$ cat config.mk
export PLATFORM = sky130hd
export DESIGN_NAME = pll_dyn_cfg
export DESIGN_NICKNAME = d
export VERILOG_FILES = /design/src/rtl/pll_dyn_cfg.sv
export SDC_FILE = /design/constraint.sdc
export NUM_CORES = 1
export LEC_CHECK = 0
export CORE_MARGIN = 2
export CORE_UTILIZATION = 41
export DETAILED_ROUTE_END_ITERATION = 8
export PLACE_DENSITY = 0.76
export SLEW_MARGIN = 20
export SYNTH_ARGS = -nofsm -noshare
export SYNTH_HDL_FRONTEND = slang
export SYNTH_SLANG_ARGS = --single-unit
$ cat constraint.sdc
create_clock -name clk -period 2.3 [get_ports clk]
set_input_delay 0.575 -clock clk [delete_from_list [all_inputs] [get_ports clk]]
set_output_delay 0.575 -clock clk [all_outputs]
set_load 0.005 [all_outputs]
$ cat src/rtl/pll_dyn_cfg.sv
`default_nettype none
// +--------------------------------------------------------------------------+
// | pll_dyn_cfg                                                              |
// | Handshake-loaded divider reconfiguration and lock qualification for a    |
// | dynamic-ratio PLL: reset sequencing, debounce, retry and relock.         |
// | Revision: 1.0                                                            |
// +--------------------------------------------------------------------------+
module pll_dyn_cfg #(
  parameter int                    NUM_OUT      = 3,
  parameter logic [9:0]            DEF_IDIV     = 10'd3,
  parameter logic [9:0]            DEF_FDIV     = 10'd49,
  parameter logic [NUM_OUT*10-1:0] DEF_ODIV     = {10'd33, 10'd82, 10'd11},
  parameter int                    RST_CYCLES   = 16,
  parameter int                    LOCK_STABLE  = 256,
  parameter int                    LOCK_TIMEOUT = 4096,
  parameter int                    MAX_RETRY    = 3
) (
  input  logic                    clk,
  input  logic                    rst_n,
  input  logic                    cfg_valid,
  output logic                    cfg_ready,
  input  logic [9:0]              cfg_idiv,
  input  logic [9:0]              cfg_fdiv,
  input  logic [NUM_OUT*10-1:0]   cfg_odiv,
  output logic                    cfg_err,
  output logic                    cfg_done,
  input  logic                    pll_lock,
  output logic                    pll_rst,
  output logic                    rstodiv,
  output logic [9:0]              dyn_idiv,
  output logic [9:0]              dyn_fdiv,
  output logic [NUM_OUT*10-1:0]   dyn_odiv,
  output logic [NUM_OUT*10-1:0]   dyn_duty,
  output logic                    locked,
  output logic                    lock_fail
);

  localparam int c_CNT_MAX = (RST_CYCLES > LOCK_STABLE) ? RST_CYCLES : LOCK_STABLE;
  localparam int c_CNT_W   = $clog2(c_CNT_MAX + 1);
  localparam int c_TMO_W   = $clog2(LOCK_TIMEOUT + 1);
  localparam int c_RTY_W   = $clog2(MAX_RETRY + 1);

  localparam logic [c_CNT_W-1:0] c_RST_LAST = c_CNT_W'(RST_CYCLES - 1);
  localparam logic [c_CNT_W-1:0] c_STB_LAST = c_CNT_W'(LOCK_STABLE - 1);
  localparam logic [c_TMO_W-1:0] c_TMO_LAST = c_TMO_W'(LOCK_TIMEOUT - 1);
  localparam logic [c_RTY_W-1:0] c_RTY_LAST = c_RTY_W'(MAX_RETRY - 1);

  typedef enum logic [2:0] {
    HOLD_RST  = 3'd0,
    WAIT_LOCK = 3'd1,
    STABLE    = 3'd2,
    RUN       = 3'd3,
    ERROR     = 3'd4
  } state_t;

  state_t               r_state, w_state_nxt;
  logic [c_CNT_W-1:0]   r_cnt, w_cnt_nxt;
  logic [c_TMO_W-1:0]   r_tmo, w_tmo_nxt;
  logic [c_RTY_W-1:0]   r_retry, w_retry_nxt;
  logic                 w_done;

  logic                 r_lock_meta, r_lock_s;
  logic                 r_pll_rst, r_rstodiv, r_locked, r_cfg_ready;
  logic                 r_lock_fail, r_cfg_done, r_cfg_err;
  logic [9:0]           r_idiv, r_fdiv;
  logic [NUM_OUT*10-1:0] r_odiv;

  logic [NUM_OUT-1:0]   w_odiv_zero;
  logic                 w_cfg_bad, w_accept, w_load;

  // pll_lock comes from the PLL's own clock domain
  always_ff @(posedge clk or negedge rst_n) begin
    if (!rst_n) begin
      r_lock_meta <= 1'b0;
      r_lock_s    <= 1'b0;
    end else begin
      r_lock_meta <= pll_lock;
      r_lock_s    <= r_lock_meta;
    end
  end

  for (genvar gi = 0; gi < NUM_OUT; gi++) begin : g_chan
    assign w_odiv_zero[gi] = (cfg_odiv[gi*10 +: 10] == 10'd0);
  end

  assign w_cfg_bad = (cfg_idiv == 10'd0) || (cfg_fdiv == 10'd0) || (|w_odiv_zero);
  assign w_accept  = cfg_valid && r_cfg_ready;
  assign w_load    = w_accept && !w_cfg_bad;

  always_ff @(posedge clk or negedge rst_n) begin
    if (!rst_n) begin
      r_state <= HOLD_RST;
      r_cnt   <= '0;
      r_tmo   <= '0;
      r_retry <= '0;
    end else begin
      r_state <= w_state_nxt;
      r_cnt   <= w_cnt_nxt;
      r_tmo   <= w_tmo_nxt;
      r_retry <= w_retry_nxt;
    end
  end

  always_comb begin
    w_state_nxt = r_state;
    w_cnt_nxt   = r_cnt;
    w_tmo_nxt   = r_tmo;
    w_retry_nxt = r_retry;
    w_done      = 1'b0;
    case (r_state)
      HOLD_RST: begin
        if (r_cnt == c_RST_LAST) begin
          w_state_nxt = WAIT_LOCK;
          w_cnt_nxt   = '0;
          w_tmo_nxt   = '0;
        end else begin
          w_cnt_nxt = r_cnt + c_CNT_W'(1);
        end
      end
      WAIT_LOCK, STABLE: begin
        w_tmo_nxt = r_tmo + c_TMO_W'(1);
        if (r_state == WAIT_LOCK) begin
          if (r_lock_s) begin
            w_state_nxt = STABLE;
            w_cnt_nxt   = '0;
          end
        end else if (!r_lock_s) begin
          w_state_nxt = WAIT_LOCK;
        end else if (r_cnt == c_STB_LAST) begin
          w_state_nxt = RUN;
          w_retry_nxt = '0;
          w_done      = 1'b1;
        end else begin
          w_cnt_nxt = r_cnt + c_CNT_W'(1);
        end
        // A lock qualified on the very last timeout cycle still counts
        if (r_tmo == c_TMO_LAST && w_state_nxt != RUN) begin
          w_cnt_nxt   = '0;
          w_retry_nxt = r_retry + c_RTY_W'(1);
          w_state_nxt = (r_retry < c_RTY_LAST) ? HOLD_RST : ERROR;
        end
      end
      RUN: begin
        if (!r_lock_s) begin
          w_state_nxt = HOLD_RST;
          w_cnt_nxt   = '0;
          w_retry_nxt = '0;
        end
      end
      ERROR: begin
        w_state_nxt = ERROR;
      end
      default: begin
        w_state_nxt = HOLD_RST;
        w_cnt_nxt   = '0;
      end
    endcase
    if (w_load) begin
      w_state_nxt = HOLD_RST;
      w_cnt_nxt   = '0;
      w_retry_nxt = '0;
    end
  end

  // Outputs are registered decodes of the next state so they never glitch
  always_ff @(posedge clk or negedge rst_n) begin
    if (!rst_n) begin
      r_pll_rst   <= 1'b1;
      r_rstodiv   <= 1'b1;
      r_locked    <= 1'b0;
      r_cfg_ready <= 1'b0;
      r_lock_fail <= 1'b0;
      r_cfg_done  <= 1'b0;
      r_cfg_err   <= 1'b0;
    end else begin
      r_pll_rst   <= (w_state_nxt == HOLD_RST) || (w_state_nxt == ERROR);
      r_rstodiv   <= (w_state_nxt != RUN);
      r_locked    <= (w_state_nxt == RUN);
      r_cfg_ready <= (w_state_nxt == RUN) || (w_state_nxt == ERROR);
      r_lock_fail <= (w_state_nxt == ERROR);
      r_cfg_done  <= w_done;
      r_cfg_err   <= w_accept && w_cfg_bad;
    end
  end

  always_ff @(posedge clk or negedge rst_n) begin
    if (!rst_n) begin
      r_idiv <= DEF_IDIV;
      r_fdiv <= DEF_FDIV;
      r_odiv <= DEF_ODIV;
    end else if (w_load) begin
      r_idiv <= cfg_idiv;
      r_fdiv <= cfg_fdiv;
      r_odiv <= cfg_odiv;
    end
  end

  assign pll_rst   = r_pll_rst;
  assign rstodiv   = r_rstodiv;
  assign locked    = r_locked;
  assign cfg_ready = r_cfg_ready;
  assign lock_fail = r_lock_fail;
  assign cfg_done  = r_cfg_done;
  assign cfg_err   = r_cfg_err;
  assign dyn_idiv  = r_idiv;
  assign dyn_fdiv  = r_fdiv;
  assign dyn_odiv  = r_odiv;
  assign dyn_duty  = r_odiv;

endmodule
`default_nettype wire

==> results of run 1 <==
==> metrics by stage <==
step	util	cells	TNS [ps]	power, mW
CTS	0.605	645	-30.5	7.04
finish	0.621	647	0	7.11
global placement	0.578	628	-15780	5.68
detailed placement	0.578	628	-18890	5.78
global route	0.621	647	-30.4	7.50
floorplan	-	374	0	4.13
==> what timing repair did <==
action | CTS | global route
hold buffers | 0 | 0
endpoints found under the hold margin | 0 | 0
pin swaps | 2 | 6
resized for setup | 4 | 27
endpoints found under the setup margin | 8 | 66
buffers inserted | 1 | 2
==> registers in the layout (all words and copies together) (netlist names), 2 cells and up <==
register	cells
dyn_idiv	10
dyn_fdiv	10
dyn_duty	30
r_cnt	9
r_tmo	13
r_retry	2
r_state	3
==> cell usage in the layout, fill, tap and decap left out, types with 2 or more instances in the layout <==
| cell type | instances |
|---|---|
| mux2i_1 | 2 |
| nor3_1 | 2 |
| o21ai_0 | 16 |
| dfstp_2 | 15 |
| bufinv_16 | 2 |
| mux2_2 | 50 |
| a21oi_1 | 11 |
| nand3_1 | 14 |
| or2_2 | 4 |
| nor4_2 | 4 |
| clkdlybuf4s50_1 | 139 |
| o31ai_1 | 2 |
| and3_1 | 4 |
| or3_1 | 3 |
| nand4_1 | 8 |
| dfrtp_1 | 71 |
| o22ai_1 | 3 |
| o31ai_2 | 2 |
| nand2_1 | 24 |
| nor4_1 | 7 |
| nand3b_1 | 2 |
| buf_12 | 2 |
| nand3_2 | 2 |
| clkbuf_8 | 11 |
| nand2b_1 | 3 |
| o211ai_1 | 2 |
| buf_4 | 32 |
| o21ai_1 | 7 |
| nand4b_1 | 2 |
| inv_1 | 5 |
| o32ai_1 | 2 |
| a21oi_2 | 3 |
| o32ai_2 | 2 |
| nor2_1 | 19 |
| or4_1 | 2 |
==> final cells by class <==
class | count | share of cell area
clock buffers | 12 | 0.0256
clock inverters | 4 | 0.0128
flip-flops and latches | 86 | 0.358
repair buffers | 173 | 0.275
multi-input cells | 234 | 0.298
inverters | 5 | 0.00309
well taps | 133 | 0.0274
==> synth_stat cells, types with 3 or more instances <==
library cell   n
buf_4         30
dfrtp_1       71
ha_1           3
or3_1          3
o32ai_1        4
nand2_1       24
nor4_1        11
and3_1         4
or4_1          3
buf_2          6
mux2i_1        3
or2_2          5
nand3_1       16
o21ai_1        8
dfstp_2       15
nand4_1        8
clkbuf_1      12
inv_1          5
nor2_1        21
mux2_2        50
o31ai_1        4
o22ai_1        3
o21ai_0       16
nand2b_1       4
a21oi_1       14
==> per-layer routing <==
layer  up-vias  part of all wire  GRT usage  wire (um)
li1       1591                 -          -          -
met1      1670              0.42      0.237       4410
met2       118              0.52      0.334       5490
met3        21             0.041     0.0307        435
met4         0             0.025     0.0849        261
met5         -                 0          0          0
==> critical path, stage by stage, from the launching register on <==
cell	delay, ps
dfrtp_1	370
ha_2	200
nand3_2	90
or2_4	280
nor2_4	100
ha_4	160
o21ai_2	60
a311oi_2	200
buf_4	180
or3b_4	380
a21oi_2	140
==> power breakdown <==
part | switching (mW) | internal [mW] | leakage, nW
registers | 0.422 | 2.16 | 1.05
logic | 1.20 | 2.10 | 1.29
clock network | 0.550 | 0.678 | 0.117
total | 2.17 | 4.94 | 2.47
==> logic make-up (layout without fill, tap and decap cells) <==
logic type,count (synthesis),in the layout,share of synthesized area
DFF,86,86,0.524
muxes,53,53,0.143
buffers and inverters,54,194,0.0797
adders and majority gates,3,3,0.00906
xor gates and xnor gates,1,1,0.00211
AOI/OAI and AO/OA,62,62,0.0939
and+or+nand+nor,115,115,0.148
==> how the worst max path moves through the flow <==
| stage | from | to | slack, ps | cells past startpoint |
|---|---|---|---|---|
| 4_1_cts | r_cnt[1] | r_cnt[7] | -30 | 9 |
| 3_3_place_gp | cfg_fdiv[5] | dyn_duty[4] | -280 | 7 |
| 6_report | r_cnt[1] | r_cnt[8] | 50 | 10 |
| 3_5_place_dp | cfg_odiv[5] | dyn_duty[15] | -330 | 7 |
| 5_1_grt | r_cnt[1] | r_cnt[8] | -30 | 10 |
| 2_1_floorplan | r_cnt[0] | r_cnt[8] | 10 | 9 |
==> summary.txt, run 1 <==
Outcome
  • Status: finished clean

Floorplan
  • # rows: 36
  • Die Y: 105 um
  • IO Count: around 140
  • Core area: 9770 um^2
  • Die X: around 100 um
  • Die footprint: 10900 um^2
  • Initial core utilization: 0.424

Routing
  • Drt pass-1 iters: 4
  • Via/cell ratio: 5.26
  • DRT antenna net count: 0
  • DRT iter0 DRCs: ~130
  • DR WL/cell: ~16 um
  • DRC Markers: 0
  • Vias: 3400
  • Routed wire length: approximately 11000 um

Synth
  • Sequential-to-total area share from yosys stat: 0.524
  • Post-synth design cell area: 4140 um^2
  • Top_reg_cell synth: dfrtp_1
  • Number of enable flip-flop cells after synthesis: 0
  • Asr flop ratio synth: 1.00
  • Top post-synthesis cells by area: dfrtp_1 43%, mux2_2 14%, dfstp_2 9.5%, buf_4 5.4%, nand2_1 2.2%
  • FF+latch count, synth: 86
  • Synth cell types: 51
  • YS warnings: 0
  • Post-synthesis cell count: between 300 and 400
  • Yosys top cell by area: dfrtp_1
  • Share of the synthesized area in the top cell type: 0.429
  • Syn_area_per_cell: around 11 um^2
  • Syn_nets: between 400 and 500

STA
  • Final Hold Viols: 0
  • Post-layout minimum cycle time: about 2200 ps
  • Worst setup margin: between 50 and 60 ps
  • Worst slew margin: 0.566
  • Least-Margin Pin Slew: 648 ps
  • Worst hold slack: about 210 ps
  • Max Freq: approximately 450 MHz
  • Clk_skew: ~10 ps
  • Final-report setup violation count: 0
  • Fin crit share: 0.976
  • Max Slew Vio Count: 0

Clocking
  • Clk sinks: 86
  • Clock root buffer master: clkbuf_8
  • Clock transition at path regs: ~90 ps
  • Clk buf depth: 2
  • H-tree levels: 3
  • CTS buffer count: 9
  • CTS tree: built
  • Clk_lat worst skew: roughly 360 ps

Power
  • Max IR drop VDD: about 0.00050 V
  • LEAKAGE: between 2 and 2.5 nW
  • Pwr Density: about 1200 nW/um^2

Place
  • Pre-CTS setup slack: -333 ps
  • Placed cell areas: 5650 um^2
  • DP HPWL: 7750 um
  • I/O Buffers: between 100 and 150
  • Placer Congestion: between 0.8 and 0.9

Final layout
  • Register area: ~2200 um^2
  • Multi-input gate area: about 1800 um^2
  • Final Net Count: around 570
  • Fillers: 770
  • Share of layout cells above drive strength 1: 0.290
  • Post-route design area: ~6100 um^2
  • Area delta synth->final: 46.6%
  • Antenna cells: 0

Flow run
  • Max-cap violation count: 0

GRT
  • Grt total ovfl: 0
  • Largest net degree at the start of global routing: 45
  • Vias in the first global route: about 3400
  • Global-route wire length before repair: between 15000 and 20000 um
  • GRT Resource Usage Total: 0.193
  • Initial antenna violation count: 0

Worst setup path
  • Worst reg2reg path depth: 10
  • Critical R2R Launch: r_cnt[1]
  • Startpoint type of the worst setup path: flop
  • Worst R2R End: r_cnt[8]
  • CP Class: flop to flop
  • R2r setup slk: 50 ps
  • Crit end category: flop
  • WP data required: between 2000 and 3000 ps
  • Crit path arrival time: roughly 2500 ps
  • CP max FO: 5

Min path
  • HP Class: input port to asynchronous set/reset pin
Note: power is estimated with default switching activity, not from simulation.
==> run 2, diff against run 1 <==
Settings changed: CELL_PAD_IN_SITES_DETAIL_PLACEMENT set to 1, CELL_PAD_IN_SITES_GLOBAL_PLACEMENT set to 1, CORE_UTILIZATION 41 to 31, CTS_CLUSTER_SIZE set to 12, PLACE_DENSITY 0.76 to unset, PLACE_DENSITY_LB_ADDON set to 0.1.
==> run 2 against run 1 <==
  * Fmax up 1.7%
  * Cell area up 4.3%
  * Sequential power about the same
  * Largest cell class unchanged
  * Largest power group unchanged
==> summary.txt, run 2 (synthesis results as in run 1) <==
STA
  • Worst slew margin: 0.592 (+0.0257)
  • Post-layout minimum cycle time: 2210 ps (-38.2 ps)
  • Least-Margin Pin Slew: 612 ps (-36.1 ps)
  • Max Freq: 453 MHz (+1.7%)
  • Clk_skew: 5.02 ps (-5.00 ps)
  • Max Slew Vio Count: 0 (unchanged)
  • Final-report setup violation count: 0 (unchanged)
  • Final Hold Viols: 0 (unchanged)
  • Fin crit share: 0.960 (-0.0166)

Floorplan
  • IO Count: 141 (unchanged)
  • Die footprint: 14300 um^2 (+31%)
  • Die X: 120 um (+14%)
  • # rows: 42 (+17%)
  • Initial core utilization: 0.315 (-0.109)
  • Core area: 13100 um^2 (+34%)
  • Die Y: 120 um (+14%)

Worst setup path
  • Cell with the largest stage delay on the worst path: clkdlybuf4s50_1
  • Buf/Inv on CP: 2 (+1)
  • CP max FO: 35 (+30)
  • Startpoint type of the worst setup path: input port
  • Crit path arrival time: 2430 ps (-100 ps)
  • Max stage delay on crit path: 460 ps (+80 ps)
  • Top Family by Delay on Critical Path: simple AND/OR/NAND/NOR gates
  • Crit end category: flop
  • CP Class: input port to flop
  • WP data required: 2520 ps (-70 ps)
  • R2r setup slk: 110 ps (+60 ps)
  • Critical path, cell by cell: clkdlybuf4s50_1, nor4_4, nand3_2, nand4_1, or2_2, buf_12, mux2_2

GRT
  • Global-route wire length before repair: 18700 um (+9.9%)
  • Largest net degree at the start of global routing: 45 (unchanged)
  • Vias in the first global route: 3564 (+4.4%)
  • Initial antenna violation count: 0 (unchanged)
  • GRT Resource Usage Total: 0.167 (-0.0262)
  • Grt total ovfl: 0 (unchanged)

Final layout
  • Most frequent cells in the layout: 139 x clkdlybuf4s50_1, 71 x dfrtp_1, 50 x mux2_2, 40 x buf_4, 24 x nand2_1
  • Area delta synth->final: 52.8%
  • Share of layout cells above drive strength 1: 0.298 (+0.00783)
  • Final Net Count: 576 (+1.8%)
  • Post-layout util: 0.482 (-0.139)
  • Commonest non-fill, non-tap cell in the layout: clkdlybuf4s50_1
  • Largest register FFs: 30 (unchanged)
  • Antenna cells: 0 (unchanged)

Outcome
  • Status: finished clean

Routing
  • DRT iter0 DRCs: 71 (-46%)
  • DR WL/cell: 16.9 um (+3.5%)
  • DRT antenna net count: 0 (unchanged)
  • Via/cell ratio: 4.85 (-7.8%)
  • Vias: 3392 (-0.24%)
  • Drt pass-1 iters: 4 (unchanged)
  • Routed wire length: 11900 um (+12%)
  • DRC Markers: 0 (unchanged)

Power
  • Combinational share of power: 0.450 (-0.014)
  • Sw Share: 0.303 (-0.00289)
  • Clk network pwr share: 0.210 (+0.037)
  • Int Pwr: 5.27 mW (+6.7%)
  • Sequential Power Share: 0.341 (-0.022)
  • LEAKAGE: 2.57 nW (+4.3%)
  • Max IR drop VDD: 0.000496 V (-0.37%)
  • Tot Pwr: 7.56 mW (+6.3%)
  • Pwr Density: 1190 nW/um^2 (+1.9%)
  • Switch Pwr: 2.29 mW (+5.3%)

Clocking
  • Clk_lat worst skew: 340 ps (-20 ps)
  • Clock root buffer master: clkbuf_16
  • CTS tree: built
  • CTS buffer count: 9 (unchanged)
  • H-tree levels: 3 (unchanged)
  • Clk sinks: 86 (unchanged)
  • Clock transition at path regs: 70 ps (-20 ps)
  • Clk buf depth: 2 (unchanged)

Flow run
  • Max-cap violation count: 0 (unchanged)

Place
  • I/O Buffers: 140 (unchanged)
  • Placer Congestion: 0.770 (-7.1%)
  • DP HPWL: 8880 um (+15%)

Min path
  • HP Class: input port to asynchronous set/reset pin
## run 2: power groups by stage
stage / Clock [mW] / Sequential [mW] / Combinational, mW
finish: 1.58 / 2.57 / 3.40
global route: 1.69 / 2.66 / 3.67
CTS: 1.63 / 2.57 / 3.32
detailed placement: 0 / 2.60 / 3.27
global placement: 0 / 2.57 / 3.21
floorplan: 0 / 2.56 / 1.57
## run 2: cell type report
cell class / count / area [um^2]
clock inverter: 7 / 96.3
tap: 176 / 220
inverter: 5 / 18.8
fill: 1455 / 6810
timing repair buffer: 183 / 1760
sequential: 86 / 2170
multi-input combinational: 234 / 1840
clock buffer: 9 / 225
## run 2: per-stage QoR
step                setup slack, ps  TNS [ps]  instance area [um^2]  instances  hold WS [ps]
floorplan                      14.7         0                  4150        374           279
global placement               -464    -27680                  5770        677           345
detailed placement             -462    -26670                  5770        677           345
CTS                           0.749         0                  6130        696           253
global route                  -39.9     -42.9                  6330        700           272
finish                         92.6         0                  6330        700           227
## run 2: worst paths after layout
| check | startpoint | end | cells after the start |
|---|---|---|---|
| worst max-delay path | cfg_fdiv[6] | dyn_duty[7] | 7 |
| worst min-delay path | rst_n | dyn_duty[10] | 1 |
| worst max register to register | r_cnt[0] | r_retry[1] | 12 |
| worst min register to register | r_lock_meta | r_lock_s | 0 |
| max in group asynchronous | rst_n | pll_rst | 2 |
| min in group clk | r_lock_meta | r_lock_s | 0 |
## run 2: routing by layer
layer  wire (um)  GRT usage  vias to the layer above
met5           0          0                        -
li1            -          -                     1618
met3         681     0.0480                       11
met2        5910      0.270                       77
met1        5100      0.212                     1686
met4         173     0.0596                        0
## run 2: timing repair
action                                  CTS  global route
pin swaps                                 6             7
hold buffers                              0             0
resized for setup                         6            26
setup buffers                             3             4
endpoints found under the setup margin   58            67
==> run 3, diff against run 2 <==
Settings changed: CAP_MARGIN set to 20.
==> results of run 3 <==
No change in the layout: final DEF, timing and power equal those of run 2.
